--- config.mk ---
export PLATFORM = sky130hd
export DESIGN_NAME = exec_unit
export DESIGN_NICKNAME = d
export VERILOG_FILES = /design/src/rtl/cpu_pkg.sv /design/src/rtl/mul_div_iter.sv /design/src/rtl/exec_unit.sv
export SDC_FILE = /design/constraint.sdc
export NUM_CORES = 1
export LEC_CHECK = 0
export ABC_AREA = 1
export CORE_ASPECT_RATIO = 1.5
export CORE_MARGIN = 4
export CORE_UTILIZATION = 35
export DETAILED_ROUTE_END_ITERATION = 6
export PLACE_DENSITY = 0.49
export SYNTH_ARGS = -nofsm -noshare
export SYNTH_HDL_FRONTEND = slang
export SYNTH_SLANG_ARGS = --single-unit
--- constraint.sdc ---
create_clock -name clk -period 6.1 [get_ports clk]
set_input_delay 0.915 -clock clk [delete_from_list [all_inputs] [get_ports clk]]
set_output_delay 0.915 -clock clk [all_outputs]
set_load 0.01 [all_outputs]
--- src/rtl/cpu_pkg.sv ---
// rtl/cpu_pkg.sv - shared datapath widths, opcode encoding and exec_unit FSM states
package cpu_pkg;

  localparam int DATA_W = 19;
  localparam int REG_AW = 4;

  localparam logic [3:0] OP_NOP = 4'd0;
  localparam logic [3:0] OP_ADD = 4'd1;
  localparam logic [3:0] OP_SUB = 4'd2;
  localparam logic [3:0] OP_AND = 4'd3;
  localparam logic [3:0] OP_OR  = 4'd4;
  localparam logic [3:0] OP_XOR = 4'd5;
  localparam logic [3:0] OP_SHL = 4'd6;
  localparam logic [3:0] OP_SHR = 4'd7;
  localparam logic [3:0] OP_MOV = 4'd8;
  localparam logic [3:0] OP_CMP = 4'd9;
  localparam logic [3:0] OP_MUL = 4'd10;
  localparam logic [3:0] OP_DIV = 4'd11;

  typedef enum logic [1:0] {
    ST_IDLE = 2'd0,
    ST_MUL  = 2'd1,
    ST_DIV  = 2'd2
  } state_t;

endpackage

--- src/rtl/mul_div_iter.sv ---
// rtl/mul_div_iter.sv - one-bit-per-cycle shift-add multiplier / restoring divider
// The divide path exists only when EXEC_UNIT_DIV_EN is defined.
module mul_div_iter
  import cpu_pkg::*;
(
  input  logic              clk,
  input  logic              rst,
  input  logic              start,
`ifdef EXEC_UNIT_DIV_EN
  input  logic              is_div,
`endif
  input  logic [DATA_W-1:0] a,
  input  logic [DATA_W-1:0] b,
  output logic              done,
  output logic [DATA_W-1:0] result,
  output logic              upper_nz
);

  logic              busy;
  logic [4:0]        cnt;
  logic [DATA_W-1:0] hi;
  logic [DATA_W-1:0] lo;
  logic [DATA_W-1:0] opnd;
  logic [DATA_W-1:0] nxt_hi;
  logic [DATA_W-1:0] nxt_lo;
  logic [DATA_W:0]   sum;
`ifdef EXEC_UNIT_DIV_EN
  logic              div_q;
  logic [DATA_W:0]   r_sh;
`endif

  // hi/lo act as product {hi,lo} for MUL and as {remainder,quotient} for DIV
  always_comb begin
    sum    = {1'b0, hi} + (lo[0] ? {1'b0, opnd} : '0);
    nxt_hi = sum[DATA_W:1];
    nxt_lo = {sum[0], lo[DATA_W-1:1]};
`ifdef EXEC_UNIT_DIV_EN
    r_sh = {hi, lo[DATA_W-1]};
    if (div_q) begin
      if (r_sh >= {1'b0, opnd}) begin
        nxt_hi = DATA_W'(r_sh - {1'b0, opnd});
        nxt_lo = {lo[DATA_W-2:0], 1'b1};
      end else begin
        nxt_hi = r_sh[DATA_W-1:0];
        nxt_lo = {lo[DATA_W-2:0], 1'b0};
      end
    end
`endif
  end

  assign done     = busy && (cnt == 5'(DATA_W - 1));
  assign result   = nxt_lo;
  assign upper_nz = |nxt_hi;

  always_ff @(posedge clk) begin
    if (rst) begin
      busy <= 1'b0;
      cnt  <= '0;
      hi   <= '0;
      lo   <= '0;
      opnd <= '0;
`ifdef EXEC_UNIT_DIV_EN
      div_q <= 1'b0;
`endif
    end else if (start) begin
      busy <= 1'b1;
      cnt  <= '0;
      hi   <= '0;
      lo   <= a;
      opnd <= b;
`ifdef EXEC_UNIT_DIV_EN
      div_q <= is_div;
`endif
    end else if (busy) begin
      hi  <= nxt_hi;
      lo  <= nxt_lo;
      cnt <= cnt + 5'd1;
      if (done) busy <= 1'b0;
    end
  end

endmodule

--- src/rtl/exec_unit.sv ---
// rtl/exec_unit.sv - execute/writeback stage: single-cycle ALU, iterative MUL/DIV, flags
// EXEC_UNIT_DIV_EN enables DIV; without it DIV is an illegal opcode and div_err is 0.
module exec_unit
  import cpu_pkg::*;
(
  input  logic              clk,
  input  logic              rst,
  input  logic              in_valid,
  output logic              in_ready,
  input  logic [3:0]        opcode,
  input  logic [REG_AW-1:0] rd,
  input  logic [DATA_W-1:0] read_data1,
  input  logic [DATA_W-1:0] read_data2,
  output logic [REG_AW-1:0] write_reg,
  output logic [DATA_W-1:0] write_data,
  output logic              reg_write,
  output logic              flag_z,
  output logic              flag_c,
  output logic              flag_v,
  output logic              div_err,
  output logic              illegal_op
);

  state_t            state;
  logic [REG_AW-1:0] rd_q;
  logic              accept;
  logic              mul_start;
  logic              start;
  logic              it_done;
  logic              it_upper;
  logic [DATA_W-1:0] it_result;
  logic [DATA_W:0]   add_w;
  logic [DATA_W:0]   sub_w;
  logic [DATA_W-1:0] alu_res;
  logic              alu_c;
  logic              alu_v;

  assign accept    = in_valid && in_ready;
  assign mul_start = accept && (opcode == OP_MUL);

`ifdef EXEC_UNIT_DIV_EN
  logic div_start;
  assign div_start = accept && (opcode == OP_DIV) && (read_data2 != '0);
  assign start     = mul_start || div_start;
`else
  assign start     = mul_start;
  assign div_err   = 1'b0;
`endif

  mul_div_iter u_iter (
    .clk      (clk),
    .rst      (rst),
    .start    (start),
`ifdef EXEC_UNIT_DIV_EN
    .is_div   (div_start),
`endif
    .a        (read_data1),
    .b        (read_data2),
    .done     (it_done),
    .result   (it_result),
    .upper_nz (it_upper)
  );

  always_comb begin
    add_w   = {1'b0, read_data1} + {1'b0, read_data2};
    sub_w   = {1'b0, read_data1} - {1'b0, read_data2};
    alu_res = '0;
    alu_c   = 1'b0;
    alu_v   = 1'b0;
    case (opcode)
      OP_ADD: begin
        alu_res = add_w[DATA_W-1:0];
        alu_c   = add_w[DATA_W];
        alu_v   = (read_data1[DATA_W-1] == read_data2[DATA_W-1]) &&
                  (alu_res[DATA_W-1] != read_data1[DATA_W-1]);
      end
      OP_SUB, OP_CMP: begin
        alu_res = sub_w[DATA_W-1:0];
        alu_c   = sub_w[DATA_W];
        alu_v   = (read_data1[DATA_W-1] != read_data2[DATA_W-1]) &&
                  (alu_res[DATA_W-1] != read_data1[DATA_W-1]);
      end
      OP_AND: alu_res = read_data1 & read_data2;
      OP_OR:  alu_res = read_data1 | read_data2;
      OP_XOR: alu_res = read_data1 ^ read_data2;
      // shifting a 19-bit value by 19..31 already yields zero
      OP_SHL: alu_res = read_data1 << read_data2[4:0];
      OP_SHR: alu_res = read_data1 >> read_data2[4:0];
      OP_MOV: alu_res = read_data1;
      default: alu_res = '0;
    endcase
  end

  always_ff @(posedge clk) begin
    if (rst) begin
      state      <= ST_IDLE;
      in_ready   <= 1'b1;
      rd_q       <= '0;
      write_reg  <= '0;
      write_data <= '0;
      reg_write  <= 1'b0;
      flag_z     <= 1'b0;
      flag_c     <= 1'b0;
      flag_v     <= 1'b0;
      illegal_op <= 1'b0;
`ifdef EXEC_UNIT_DIV_EN
      div_err    <= 1'b0;
`endif
    end else begin
      reg_write  <= 1'b0;
      illegal_op <= 1'b0;
      case (state)
        ST_IDLE: begin
          if (accept) begin
            case (opcode)
              OP_NOP: ;
              OP_ADD, OP_SUB, OP_AND, OP_OR, OP_XOR, OP_SHL, OP_SHR, OP_MOV: begin
                reg_write  <= 1'b1;
                write_reg  <= rd;
                write_data <= alu_res;
                flag_z     <= (alu_res == '0);
                flag_c     <= alu_c;
                flag_v     <= alu_v;
              end
              OP_CMP: begin
                flag_z <= (alu_res == '0);
                flag_c <= alu_c;
                flag_v <= alu_v;
              end
              OP_MUL: begin
                state    <= ST_MUL;
                in_ready <= 1'b0;
                rd_q     <= rd;
              end
`ifdef EXEC_UNIT_DIV_EN
              OP_DIV: begin
                if (read_data2 == '0) begin
                  reg_write  <= 1'b1;
                  write_reg  <= rd;
                  write_data <= '1;
                  flag_z     <= 1'b0;
                  flag_c     <= 1'b0;
                  flag_v     <= 1'b0;
                  div_err    <= 1'b1;
                end else begin
                  state    <= ST_DIV;
                  in_ready <= 1'b0;
                  rd_q     <= rd;
                end
              end
`endif
              default: illegal_op <= 1'b1;
            endcase
          end
        end
        default: begin
          if (it_done) begin
            reg_write  <= 1'b1;
            write_reg  <= rd_q;
            write_data <= it_result;
            flag_z     <= (it_result == '0);
            flag_c     <= (state == ST_MUL) && it_upper;
            flag_v     <= 1'b0;
            state      <= ST_IDLE;
            in_ready   <= 1'b1;
          end
        end
      endcase
    end
  end

endmodule

==> results.tsv <==
metric	value	unit
placed_area	11400	µm²
p_leak	5.80	nW
crit_type	primary input to flop	
syn_area	10400	µm²
fin_crit_sh	0.713	
dpl.cell_count	2239	
status	finished clean	
fp.dieArea	32500	µm²
netlist_instances	1825	
final_nets	1996	
worst_slew_pin_slew	1.13	ns
timing.reg2reg.setup_slack	2.88	ns
path_common_cell	a21oi_1	
via_per_inst	5.38	
setup.worst_path.start_class	primary input	
clock_latency	0.37	ns
syn_area_per_cell	5.68	µm²
grt_pass1_vias	11700	
ctsResizeCount	0	
instances_no_fill	2255	
cp_slowest_cell	clkdlybuf4s50_1	
finalHoldViolations	0	
cp-end-kind	flop	
ctsHtreeMaxLevel	3	
clkTransAtPathRegs	0.08	ns
area_delta_synth_final	13.5	%
num_antenna_cells	0	
dieHeight	219	µm
cts_hold_buf	0	
die_x	148	µm
final_util	0.405	
place.gp.congestion	0.946	
power	1.92	mW
clkSinkCount	97	
synth_nets	1961	
ys.flop_type	dfxtp_1	
critPathBufInv	3	
dr.first_iter.drc_count	928	
root_buffer	clkbuf_16	
power.density	163	nW/µm²
final_common_cell	nand2_1	
cp_max_fo	18	
grt_pass1_wl	70.0	mm
tns	0	ns
grt_antenna_before_repair	1	
core_area	29000	µm²
overflow	0	
num_vias	12100	
synth_edf_count	0	
drc	0	
slew_violations	0	
layout_common_cells	nand2_1, nand3_1, inv_1, nor2_1, o21ai_0	
hpwl	36.8	mm
synth.distinct_cells	45	
numCtsBuffers	9	
ir_drop	0.112	mV
fmaxAchievable	230	MHz
wirelength	46.4	mm
rows	76	
drt.antenna.violating_nets	0	
cp.arrival	4.65	ns
ys_seq_area_frac	0.187	
grt_max_degree	46	
cts_tree	yes	
ys_ff_latch	97	
wl_per_cell	20.6	µm
required	6.40	ns
cpPeakStageDelay	0.76	ns
cts_setup_buffers	0	
final_area	11800	µm²
max-slew-margin-rel	0.244	
rsz0062_at_grt	no	
numPortBuffers	77	
grt.total_usage	0.282	
hold_class	flop to flop	
cpLargestDelayFamily	buffers and inverters	
cts_buffer_depth	2	
ios	79	
crit_chain	clkdlybuf4s50_1, clkinv_1, ha_1, nand2_1, inv_1, a21oi_1, nand2_1, o21ai_0, a21oi_1, nor3b_1, nand3_1, nor2_1, nand3_1, a21oi_1	
drive_gt1_frac	0.0279	
period_minus_slack	4.35	ns
synth-async-reset-ratio	0	
initial_core_util	0.357	
fin_skew	0.00915	ns
first_pass_iters	5	
max_cap_violations	0	
setup_viol	0	
yosys_warnings	0	
worst min-delay path: stages (launching register included):
cell,delay [ns]
dfxtp_1,0.31
nand2_1,0.06
nand2_1,0.04
area by class of cell:
class | count | area [µm²]
clock buffer | 9 | 225
clock inverter | 7 | 81.3
fill | 3301 | 17300
inverter | 226 | 848
multi-input combinational | 1428 | 7240
sequential | 97 | 1940
tap | 390 | 488
timing repair buffer | 98 | 928
where the power goes:
group | total, mW | internal, mW | switching, mW
Clock | 0.615 | 0.327 | 0.288
Sequential | 0.663 | 0.651 | 0.0123
Combinational | 0.640 | 0.198 | 0.442
layer usage:
metal,global-route usage,share of wire
met3,0.0272,0.044
met2,0.504,0.50
met1,0.340,0.41
met4,0.123,0.045
met5,0,0.00028
cell families after synthesis:
kind of cell,count (synthesis),share of synthesized area
mux,4,0.00387
xor+xnor,13,0.0110
other cells,1,0.000362
buf+inv,300,0.114
compound gates,313,0.167
fa+ha+maj,87,0.107
flops,97,0.187
simple gates,1010,0.409
worst paths after layout:
path                                                   from                           to  depth (start not counted)
worst min-delay path            write_data[16]$_SDFFE_PP0P_  write_data[16]$_SDFFE_PP0P_                          2
worst max register to register       u_iter.busy$_SDFF_PP0_  write_data[13]$_SDFFE_PP0P_                          8
worst max-delay path                          read_data2[4]          flag_z$_SDFFE_PP0P_                         14
worst min register to register  write_data[16]$_SDFFE_PP0P_  write_data[16]$_SDFFE_PP0P_                          2
per-stage QoR:
stage               hold WS [ns]  worst slack [ns]
floorplan                  0.441              2.96
global placement           0.441              1.48
detailed placement         0.442              1.47
CTS                        0.456              1.85
global route               0.476              1.47
finish                     0.452              1.75
Yosys cell counts, types with 5 or more instances:
master | instances | area, µm²
nand2_1 | 544 | 2040
nand3_1 | 230 | 1150
inv_1 | 217 | 815
nor2_1 | 174 | 653
o21ai_0 | 121 | 606
a21oi_1 | 117 | 586
dfxtp_1 | 97 | 1940
ha_1 | 84 | 1050
buf_2 | 34 | 170
clkbuf_1 | 33 | 124
o22ai_1 | 26 | 163
nand4_1 | 23 | 144
o211ai_1 | 18 | 135
a31oi_1 | 9 | 56.3
and2_1 | 7 | 43.8
nor3_1 | 7 | 35.0
xnor2_1 | 7 | 61.3
nand3b_1 | 6 | 45.0
o21bai_1 | 6 | 45.0
xor2_1 | 6 | 52.6
clkinv_1 | 5 | 18.8
nor4_1 | 5 | 31.3
(Power assumes the default switching activity.)
